`src/rtl/beta_dump_pkg.sv`:
```
// Shared types and constants for the Beta memory dump engine.
// Holds the FSM state encoding, default frame sync byte and word size.
package beta_dump_pkg;

  typedef enum logic [2:0] {
    S_IDLE,
    S_HALT_WAIT,
    S_HDR,
    S_READ,
    S_WAIT_DATA,
    S_SEND,
    S_FINISH
  } state_t;

  localparam logic [7:0] SYNC_BYTE_DEF  = 8'hA5;
  localparam int         BYTES_PER_WORD = 4;

endpackage

```
`src/rtl/word_byte_serializer.sv`:
```
// Splits a 32-bit word into 4 bytes, MSB first, over valid/ready.
// Ports: clk, i_rst_n (sync, active-low), i_load/i_word (load a word),
//        i_ready (sink accepts), o_valid/o_byte (current byte),
//        o_last (current byte is the final one of the word).
module word_byte_serializer
  import beta_dump_pkg::*;
(
  input  logic        clk,
  input  logic        i_rst_n,
  input  logic        i_load,
  input  logic [31:0] i_word,
  input  logic        i_ready,
  output logic        o_valid,
  output logic [7:0]  o_byte,
  output logic        o_last
);

  localparam logic [1:0] LAST_IDX = 2'(BYTES_PER_WORD - 1);

  logic [31:0] r_shift;
  logic [1:0]  r_idx;
  logic        r_valid;

  always_ff @(posedge clk) begin
    if (!i_rst_n) begin
      r_shift <= '0;
      r_idx   <= '0;
      r_valid <= 1'b0;
    end else if (i_load) begin
      r_shift <= i_word;
      r_idx   <= '0;
      r_valid <= 1'b1;
    end else if (r_valid && i_ready) begin
      if (r_idx == LAST_IDX) begin
        r_valid <= 1'b0;
      end else begin
        r_shift <= {r_shift[23:0], 8'h00};
        r_idx   <= r_idx + 2'd1;
      end
    end
  end

  // Byte is forced to zero while idle so the shared TX mux idles at 0.
  assign o_valid = r_valid;
  assign o_byte  = r_valid ? r_shift[31:24] : 8'h00;
  assign o_last  = r_valid && (r_idx == LAST_IDX);

endmodule

```
`src/rtl/beta_mem_dump.sv`:
```
// Debug readback engine: halts the core, reads a window of data memory
// and streams it as a byte frame (sync byte + 4 bytes/word) toward TX.
// Ports: clk, RESET (sync, active-low); start/base_addr/word_count
//        request; busy/done status; halt_req/halt_ack core freeze;
//        mem_rd_en/mem_addr/mem_rdata memory read; tx_* byte stream.
module beta_mem_dump
  import beta_dump_pkg::*;
#(
  parameter int         ADDR_W    = 10,
  parameter logic [7:0] SYNC_BYTE = SYNC_BYTE_DEF
) (
  input  logic              clk,
  input  logic              RESET,
  input  logic              start,
  input  logic [ADDR_W-1:0] base_addr,
  input  logic [ADDR_W:0]   word_count,
  output logic              busy,
  output logic              done,
  output logic              halt_req,
  input  logic              halt_ack,
  output logic              mem_rd_en,
  output logic [ADDR_W-1:0] mem_addr,
  input  logic [31:0]       mem_rdata,
  output logic [7:0]        tx_data,
  output logic              tx_valid,
  input  logic              tx_ready
);

  state_t            r_state;
  logic [ADDR_W-1:0] r_addr;
  logic [ADDR_W:0]   r_remain;
  logic              r_busy;
  logic              r_done;
  logic              r_halt;
  logic              r_rd;

  logic              w_ser_valid;
  logic [7:0]        w_ser_byte;
  logic              w_ser_last;
  logic              w_hdr;

  word_byte_serializer u_ser (
    .clk     (clk),
    .i_rst_n (RESET),
    .i_load  (r_state == S_WAIT_DATA),
    .i_word  (mem_rdata),
    .i_ready (tx_ready),
    .o_valid (w_ser_valid),
    .o_byte  (w_ser_byte),
    .o_last  (w_ser_last)
  );

  always_ff @(posedge clk) begin
    if (!RESET) begin
      r_state  <= S_IDLE;
      r_addr   <= '0;
      r_remain <= '0;
      r_busy   <= 1'b0;
      r_done   <= 1'b0;
      r_halt   <= 1'b0;
      r_rd     <= 1'b0;
    end else begin
      r_done <= 1'b0;
      r_rd   <= 1'b0;
      unique case (r_state)
        S_IDLE: begin
          if (start) begin
            if (word_count != '0) begin
              r_addr   <= base_addr;
              r_remain <= word_count;
              r_busy   <= 1'b1;
              r_halt   <= 1'b1;
              r_state  <= S_HALT_WAIT;
            end else begin
              // Empty window: report completion without freezing.
              r_done  <= 1'b1;
              r_state <= S_FINISH;
            end
          end
        end
        S_HALT_WAIT: begin
          if (halt_ack) r_state <= S_HDR;
        end
        S_HDR: begin
          if (tx_ready) begin
            r_rd    <= 1'b1;
            r_state <= S_READ;
          end
        end
        S_READ: begin
          r_state <= S_WAIT_DATA;
        end
        S_WAIT_DATA: begin
          r_state <= S_SEND;
        end
        S_SEND: begin
          if (w_ser_last && tx_ready) begin
            if (r_remain == (ADDR_W+1)'(1)) begin
              r_busy  <= 1'b0;
              r_halt  <= 1'b0;
              r_done  <= 1'b1;
              r_state <= S_FINISH;
            end else begin
              // Address wraps modulo 2^ADDR_W by width.
              r_remain <= r_remain - (ADDR_W+1)'(1);
              r_addr   <= r_addr + ADDR_W'(1);
              r_rd     <= 1'b1;
              r_state  <= S_READ;
            end
          end
        end
        S_FINISH: begin
          r_state <= S_IDLE;
        end
        default: begin
          r_state <= S_IDLE;
        end
      endcase
    end
  end

  // Header and payload bytes share one output mux.
  assign w_hdr     = (r_state == S_HDR);
  assign tx_valid  = w_hdr | w_ser_valid;
  assign tx_data   = w_hdr ? SYNC_BYTE : w_ser_byte;

  assign busy      = r_busy;
  assign done      = r_done;
  assign halt_req  = r_halt;
  assign mem_rd_en = r_rd;
  assign mem_addr  = r_addr;

endmodule
```
`config.mk`:
```
export PLATFORM = sky130hd
export DESIGN_NAME = beta_mem_dump
export DESIGN_NICKNAME = d
export VERILOG_FILES = /design/src/rtl/beta_dump_pkg.sv /design/src/rtl/word_byte_serializer.sv /design/src/rtl/beta_mem_dump.sv
export SDC_FILE = /design/constraint.sdc
export NUM_CORES = 1
export LEC_CHECK = 0
export ABC_AREA = 1
export CELL_PAD_IN_SITES_DETAIL_PLACEMENT = 0
export CELL_PAD_IN_SITES_GLOBAL_PLACEMENT = 1
export CORE_UTILIZATION = 31
export DETAILED_ROUTE_END_ITERATION = 7
export PLACE_DENSITY = 0.76
export SYNTH_ARGS = -nofsm -noshare
export SYNTH_HDL_FRONTEND = slang
export SYNTH_SLANG_ARGS = --single-unit
```
`constraint.sdc`:
```
create_clock -name clk -period 1.65 [get_ports clk]
set_input_delay 0.495 -clock clk [delete_from_list [all_inputs] [get_ports clk]]
set_output_delay 0.495 -clock clk [all_outputs]
set_load 0.01 [all_outputs]
```
[Word-level counts from Yosys, hierarchy flattened]
Cells that the tools add are included.
Operators by class
  add/sub/neg operators: 3
  $mul: 0
  divide/modulo/power cells: 0
  $lt $le $gt $ge: 0
  equality and inequality tests: 15
  shift operators: 0
  muxes and demuxes: 39
  bitwise gates (word level): 3
  reduce and logical (&&, ||, !) cells: 15
Operator list (count)
  2-to-1 mux 32 bit: 3
  2-to-1 mux 11 bit: 4
  2-to-1 mux 10 bit: 4
  one-hot mux 11 bit (2 select lines): 1
  one-hot mux 10 bit (2 select lines): 1
  2-to-1 mux 3 bit: 6
  one-hot mux 3 bit (6 select lines): 1
  2-to-1 mux 8 bit: 2
  2-to-1 mux 1 bit: 14
  != test 2 bit (second input constant): 7
  equality test 11 x 1 -> 1 bit (second input constant): 1
  nonzero test 11 bit: 1
  subtractor 11 x 1 -> 11 bit (second input constant): 1
  adder 10 x 1 -> 10 bit (second input constant): 1
  AND reduction 5 bit: 2
  equality test 3 x 2 -> 1 bit (second input constant): 2
  equality test 3 bit (second input constant): 2
  one-hot mux 1 bit (2 select lines): 3
  AND reduction 2 bit: 3
  nonzero test 2 bit: 3
  AND reduction 4 bit: 1
  equality test 3 x 1 -> 1 bit (second input constant): 1
  logical AND 1 bit: 3
  logical NOT 3 bit: 1
  other kinds (6): 7
Storage, ports and cells
  register bits: 62
  bits in latches: 0
  memory bits (writable): 0
  bits in read-only memories: 0
  input bits: 58
  output and inout bits: 23
  logic and storage cells: 84
  memories: 0

[Depth between registers and ports, before layout]
Gate-level depths: netlist of run 1.
  depth in word-level cells: 5
  depth in mapped cells: 11
  depth with buffers taken out: 11

[By module]
From an unflattened synthesis of run 1, not the netlist that was laid out.
Second synthesis, totals
  cells, all modules: 596
  area, all modules: 3898.7 um^2
Modules (own cells, without submodules)
  beta_mem_dump: times used 1, cells each 335, area each 2082.0 um^2, sequential area each 540.5 um^2
  word_byte_serializer: times used 1, cells each 261, area each 1816.7 um^2, sequential area each 700.7 um^2

[Least setup slack after synthesis of run 1]
OpenSTA, ideal clock, no wires.
  path type: input port to flip-flop
  from: input port word_count[9]
  to: register r_remain[10]
  setup time: 128 ps
  arrival time: 1488 ps
  data required time: 1522 ps
  path slack: 35 ps
  stages on the path: 8
  path buffers: 1
  cell sequence: or2_2 > nor2_1 > nand3_2 > nand3_2 > buf_2 > nand2_1 > nand2_1 > nor2_1
On the way
  longest elaborated chain between the ends: 3
Ends and longest elaborated chain
  from (decl): RTL line beta_mem_dump.sv:16  | input logic [ADDR_W:0] word_count,
  nonzero test 11 bit: RTL line beta_mem_dump.sv:68  | if (word_count != '0) begin
  != test 2 bit (no source line)
  AND reduction 5 bit (no source line)
  to (signal assigned): RTL line beta_mem_dump.sv:70  | r_remain <= word_count;
  to (signal assigned): RTL line beta_mem_dump.sv:105  | r_remain <= r_remain - (ADDR_W+1)'(1);
  to (decl): RTL line beta_mem_dump.sv:31  | logic [ADDR_W:0] r_remain;
No other way between the ends.
A chain may end at the register's enable or synchronous reset.

[Final worst setup path of run 1]
  from: register r_state[0]
  to: output port tx_data[2]
On the way
  longest elaborated chain between the ends: 2
Ends and longest elaborated chain
  from (decl): RTL line beta_mem_dump.sv:29  | state_t r_state;
  from (signal assigned): RTL line beta_mem_dump.sv:55  | r_state <= S_IDLE;
  from (signal assigned): RTL line beta_mem_dump.sv:73  | r_state <= S_HALT_WAIT;
  from (signal assigned): RTL line beta_mem_dump.sv:77  | r_state <= S_FINISH;
  equality test 3 x 2 -> 1 bit: RTL line beta_mem_dump.sv:123  | assign w_hdr = (r_state == S_HDR);
  2-to-1 mux 8 bit: RTL line beta_mem_dump.sv:125  | assign tx_data = w_hdr ? SYNC_BYTE : w_ser_byte;
  to (decl): RTL line beta_mem_dump.sv:24  | output logic [7:0] tx_data,
No other way between the ends.

==> impl_metrics.tcl, run 1 <==
set metrics [dict create \
    status "complete, but fails checks" \
    failed_checks "negative setup slack" \
    setup_viol 8 \
    fin_crit_ns 1.75 \
    die_x_um 107 \
    slew_viol_final 0 \
    crit_type "reg -> out" \
    crit_arrival_ns 1.26 \
    drc 0 \
    gr-usage-all-layers 0.179 \
    die_h_um 107 \
    final_core_util 0.486 \
    fin_area_sq_um 5270 \
    layout_common_cells "nand2_1 (188), dfxtp_1 (58), inv_1 (54)" \
    maxSlewHeadroom 0.781 \
    cts_tree "built" \
    syn_to_final_growth_pct 52.9 \
    dpl_cell_area_sq_um 4710 \
    drt-initial-drc-count 119 \
    synthXorXnorAreaFrac 0.00763 \
    syn_avg_cell_area_sq_um 6.37 \
    start_kind "register" \
    synth_cell_types 35 \
    p_leak_nw 2.44 \
    synth_area_sq_um 3450 \
    drive_gt1_frac 0.256 \
    clk_pin_slew_ns 0.08 \
    skew_ns 0.00993 \
    ioPinCount 81 \
    worst_pin_slew_ns 0.326 \
    ys_ff_latch 62 \
    synth_nets 603 \
    synth.yosys.seq_area_share 0.360 \
    numCtsBuffers 9 \
    yosys_warnings 0 \
    first_global_vias 3446 \
    clock.fmax_ghz 0.570 \
    grt_remaining_overflow 0 \
    io_buffer_count 80 \
    core_sq_um 10800 \
    place.gp.congestion 0.843 \
    vias 3738 \
    diodes 0 \
    power_density_nw_per_um2 1260 \
    hold_viol 0 \
    fin_nets 728 \
    cts_sinks 62 \
    final.period_utilization 1.06 \
    mostFrequentLayoutCell "nand2_1" \
    ant_nets 0 \
    post_drt_wl_per_cell_um 12.4 \
    synthesis.instances 541 \
    htreeDepth 3 \
    antenna_found_initial 0 \
    hpwlAfterDp_mm 6.94 \
    start_util 0.318 \
    ctsRootBufferMaster "clkbuf_8" \
    grt_pass1_wl_mm 16.2 \
    synth-compound-area-share 0.138 \
    path_max_fanout 5 \
    insertion_delay_ns 0.35 \
    setup_ws_ns -0.104 \
    firstDrtPassIters 4 \
    grt_max_degree 28 \
    muxShareOfSynthArea 0.00327 \
    rows 38 \
    drv_cap 0 \
    critPathCaptureType "output port" \
    drt_wl_total_mm 10.1 \
    synth_top_family_by_area "simple AND/OR/NAND/NOR gates" \
    ir_worst_vdd_mv 0.780 \
    critPathRequiredTime_ns 1.15 \
    viasPerCell 4.61 \
    die_area_sq_um 11500 \
    synthAdderAreaFrac 0.0145 \
    rsz0062_at_grt "true" \
    cts_buffer_depth 2 \
    holdCritPathClass "reg -> reg" \
    synthSimpleGateAreaFrac 0.366 \
]
-- power breakdown --
| group | internal [W] | total, W | switching, W | leakage [nW] |
|---|---|---|---|---|
| logic | 0.00156 | 0.00344 | 0.00188 | 1.85 |
| clock network | 0.000562 | 0.00125 | 0.000686 | 0.0864 |
| registers | 0.00175 | 0.00195 | 0.000208 | 0.506 |
| total | 0.00387 | 0.00664 | 0.00278 | 2.44 |
-- metal layers --
metal | vias up | track usage | routed length (um) | part of all wire
met1 | 1693 | 0.227 | 4630 | 0.46
met3 | 12 | 0.0315 | 397 | 0.039
met4 | 0 | 0.0675 | 167 | 0.017
met2 | 77 | 0.301 | 4860 | 0.48
met5 | - | 0 | 0 | 0
li1 | 1956 | - | - | -
-- registers in the layout, summed over array words and instances (netlist names) --
| signal | cells |
|---|---|
| u_ser.r_shift | 32 |
| r_remain | 11 |
| mem_addr | 10 |
| r_state | 3 |
| u_ser.r_idx | 2 |
| done | 1 |
| halt_req | 1 |
| mem_rd_en | 1 |
| u_ser.o_valid | 1 |
-- cell type report --
class / instances / area, sq um
inverter: 67 / 272
multi-input combinational: 388 / 2030
tap: 140 / 175
fill: 1130 / 5570
timing repair inverter: 2 / 25.0
timing repair buffer: 136 / 1340
clock buffer: 9 / 124
clock inverter: 7 / 58.8
sequential: 62 / 1250
-- worst max-delay path, stage by stage, from the launching register on --
cell and delay, ns:
dfxtp_2 0.33, inv_2 0.08, nand3_4 0.08, buf_6 0.14
buf_6 0.11, o21ai_2 0.04, buf_2 0.14
-- metrics by stage --
stage / setup WS (ns) / power, W / setup TNS, ns / hold WS [ns] / instances
after floorplan: 0.0345 / 0.00357 / 0 / 0.440 / 541
after global placement: -0.493 / 0.00460 / -23.94 / 0.448 / 785
after detailed placement: -0.515 / 0.00463 / -25.23 / 0.455 / 785
after CTS: -0.115 / 0.00634 / -0.378 / 0.467 / 810
after global routing: -0.165 / 0.00709 / -1.25 / 0.484 / 811
final: -0.104 / 0.00664 / -0.261 / 0.464 / 811
-- cell usage after synthesis (all sizes together) --
cell | instances | area share
dfxtp | 62 | 0.36
ha | 4 | 0.015
a22oi | 1 | 0.0022
o21bai | 1 | 0.0022
a21oi | 36 | 0.063
a31oi | 7 | 0.013
nand4 | 6 | 0.011
o31ai | 1 | 0.0022
xnor2 | 1 | 0.0025
o211ai | 4 | 0.0087
o221ai | 2 | 0.0051
o21ai | 23 | 0.033
nor3 | 1 | 0.0015
a21boi | 1 | 0.0022
clkbuf | 11 | 0.012
inv | 67 | 0.073
o22ai | 2 | 0.0036
nand2 | 213 | 0.24
or2 | 4 | 0.0073
mux2 | 1 | 0.0033
nand3 | 37 | 0.058
xor2 | 2 | 0.0051
o21a | 1 | 0.0022
nor2 | 39 | 0.045
nand3b | 1 | 0.0022
buf | 13 | 0.026
-- worst paths after layout --
kind                            cells past startpoint               end              from  slack, ns
worst max-delay path                                6        tx_data[2]        r_state[0]      -0.10
worst min-delay path                                2  u_ser.r_shift[6]  u_ser.r_shift[6]       0.46
worst max register to register                     11       mem_addr[4]        r_state[1]       0.02
worst min register to register                      2  u_ser.r_shift[6]  u_ser.r_shift[6]       0.46
-- cell families (layout without fill, tap and decap cells) --
family          after synthesis  after routing
mux                           1              1
simple gates                301            301
fa+ha+maj                     4              4
xor+xnor                      3              3
buf+inv                      91            221
flops                        62             62
compound gates               79             79
-- repair_timing --
action,4_1_cts,5_1_grt
hold buffers,0,0
setup endpoints to repair,62,34
cloned,4,1
pin swaps,13,28
endpoints found under the hold margin,0,0
resized for setup,105,51
buffers inserted,5,2
Note: power is estimated with default switching activity, not from simulation.
==> inputs of run 2 (changes only) <==
==> constraint.sdc (replaced) <==
create_clock -name clk -period 1.65 [get_ports clk]
set_input_delay 0.33 -clock clk [delete_from_list [all_inputs] [get_ports clk]]
set_output_delay 0.33 -clock clk [all_outputs]
set_load 0.01 [all_outputs]
==> run 2 against run 1 <==
  * The flow now finishes without violations
  * Design area fell by 7.2%
  * First-iteration DRC count fell by 5.9%
  * Global-route usage fell by 1.0 points
  * Clock-buffer cell count did not move
  * Largest cell class unchanged
==> impl_metrics.tcl, run 2 (synthesis gave the netlist of run 1 again) <==
set metrics [dict create \
    drc 0 \
    core_sq_um 10800 \
    drt-initial-drc-count 112 \
    start_util 0.318 \
    crit_arrival_ns 1.26 \
    first_global_vias 3264 \
    top_register "u_ser.r_shift" \
    die_h_um 107 \
    power_density_nw_per_um2 1230 \
    combinationalPowerShare 0.457 \
    syn_to_final_growth_pct 42.0 \
    clock.fmax_ghz 0.630 \
    hpwlAfterDp_mm 6.95 \
    final.period_utilization 0.962 \
    ant_nets 0 \
    drt_wl_total_mm 9.58 \
    rsz0062_at_grt "true" \
    power_switching_w 0.00243 \
    skew_ns 0.0110 \
    gr-usage-all-layers 0.169 \
    layout_common_cells "nand2_1 (201), clkdlybuf4s50_1 (65), inv_1 (61)" \
    slowest_delay_ns 0.55 \
    post_drt_wl_per_cell_um 12.0 \
    slew_viol_final 0 \
    die_area_sq_um 11500 \
    cts_hold_buf 0 \
    fin_nets 714 \
    critPathRequiredTime_ns 1.32 \
    die_x_um 107 \
    firstDrtPassIters 7 \
    stdcell_count 797 \
    r2r_setup_slack_ns 0.07 \
    power.total_w 0.00603 \
    fin_crit_ns 1.59 \
    grt_pass1_wl_mm 15.4 \
    clk_pin_slew_ns 0.07 \
    maxSlewHeadroom 0.776 \
    ioPinCount 81 \
    crit_buf_inv 1 \
    power_frac_seq 0.337 \
    hold_viol 0 \
    slowest_stage "clkdlybuf4s50_1" \
    numCtsBuffers 9 \
    dp_cells 777 \
    cts_sinks 62 \
    grt_max_degree 33 \
    diodes 0 \
    insertion_delay_ns 0.33 \
    whs_path_depth 2 \
    start_kind "register" \
    crit_family "buffers and inverters" \
    setup_viol 0 \
    io_buffer_count 80 \
    antenna_found_initial 0 \
    status "completed" \
    grt_remaining_overflow 0 \
    holdCritStartpoint "u_ser.r_shift[6]" \
    reg2reg_to "mem_addr[9]" \
    ctsRootBufferMaster "clkbuf_8" \
    viasPerCell 4.56 \
    crit_chain "clkdlybuf4s50_1" \
    cts_tree "built" \
    drive_gt1_frac 0.192 \
    place.gp.congestion 0.872 \
    reg2reg_depth 10 \
    hold_end "u_ser.r_shift[6]" \
    htreeDepth 3 \
    rows 38 \
    p_clk_frac 0.207 \
    reg2reg_from "r_state[0]" \
    critPathCaptureType "output port" \
    fillCellCount 1164 \
    drv_cap 0 \
    path_max_fanout 5 \
    holdCritPathClass "reg -> reg" \
    vias 3634 \
    ir_worst_vdd_mv 0.745 \
    crit_type "reg -> out" \
    largest_reg_flops 32 \
    cts_buffer_depth 2 \
    p_int_w 0.00360 \
    sw_frac_of_total 0.403 \
    mostFrequentLayoutCell "nand2_1" \
    p_leak_nw 2.29 \
    worst_pin_slew_ns 0.333 \
]
==> run 2: layout make-up <==
| cell class | count | area [sq um] | area share |
|---|---|---|---|
| clock buffers | 9 | 124 | 0.0253 |
| clock inverters | 7 | 57.6 | 0.0118 |
| inverters | 67 | 262 | 0.0535 |
| multi-input cells | 388 | 1870 | 0.382 |
| flip-flops and latches | 62 | 1260 | 0.257 |
| well taps | 140 | 175 | 0.0358 |
| repair buffers | 124 | 1150 | 0.235 |
==> run 2: worst register-to-register path, stage by stage (launching register included) <==
cell	delay, ns
dfxtp_2	0.35
buf_4	0.14
nor2_4	0.11
nand2_1	0.08
nand2_2	0.06
nand2_2	0.06
nor2_4	0.13
nand3_4	0.17
inv_8	0.20
nand2_1	0.08
a21oi_1	0.12
==> run 2: timing repair <==
item / in CTS / in global routing
pin swaps: 0 / 2
endpoints found under the setup margin: 38 / 40
cloned: 0 / 2
resized for setup: 48 / 29
buffers inserted: 1 / 1
endpoints found under the hold margin: 0 / 0
==> run 2: how the worst max path moves through the flow <==
stage                start           end  slack, ns  cells after the start
2_1_floorplan  mem_addr[0]   mem_addr[4]       0.18                      7
3_3_place_gp      tx_ready  r_remain[10]      -0.36                     10
3_5_place_dp      tx_ready   r_remain[5]      -0.37                      9
4_1_cts         r_state[2]    tx_data[4]      -0.03                      6
5_1_grt         r_state[0]   r_remain[9]      -0.02                     10
6_report       mem_addr[8]   mem_addr[8]       0.06                      1
==> run 2: power groups by stage <==
stage / Combinational [W] / Sequential [W] / Clock [W]
global placement: 0.00247 / 0.00203 / 0
floorplan: 0.00154 / 0.00203 / 0
detailed placement: 0.00249 / 0.00203 / 0
global route: 0.00303 / 0.00208 / 0.00135
CTS: 0.00251 / 0.00201 / 0.00129
finish: 0.00275 / 0.00203 / 0.00125
==> run 2: through the flow <==
| stage | utilization | hold WS, ns | cell area (sq um) | worst slack (ns) | TNS (ns) |
|---|---|---|---|---|---|
| detailed placement | 0.426 | 0.455 | 4620 | -0.372 | -15.04 |
| CTS | 0.442 | 0.465 | 4790 | -0.0310 | -0.0310 |
| floorplan | - | 0.440 | 3450 | 0.179 | 0 |
| finish | 0.451 | 0.464 | 4890 | 0.0625 | 0 |
| global route | 0.451 | 0.485 | 4890 | -0.0217 | -0.0878 |
| global placement | 0.426 | 0.448 | 4620 | -0.356 | -14.64 |
==> run 2: per-layer routing <==
metal	vias to the layer above	part of all wire	track usage	wire [um]
met2	66	0.47	0.279	4550
met5	-	0	0	0
met3	8	0.031	0.0303	297
met1	1637	0.48	0.219	4620
li1	1923	-	-	-
met4	0	0.012	0.0607	112
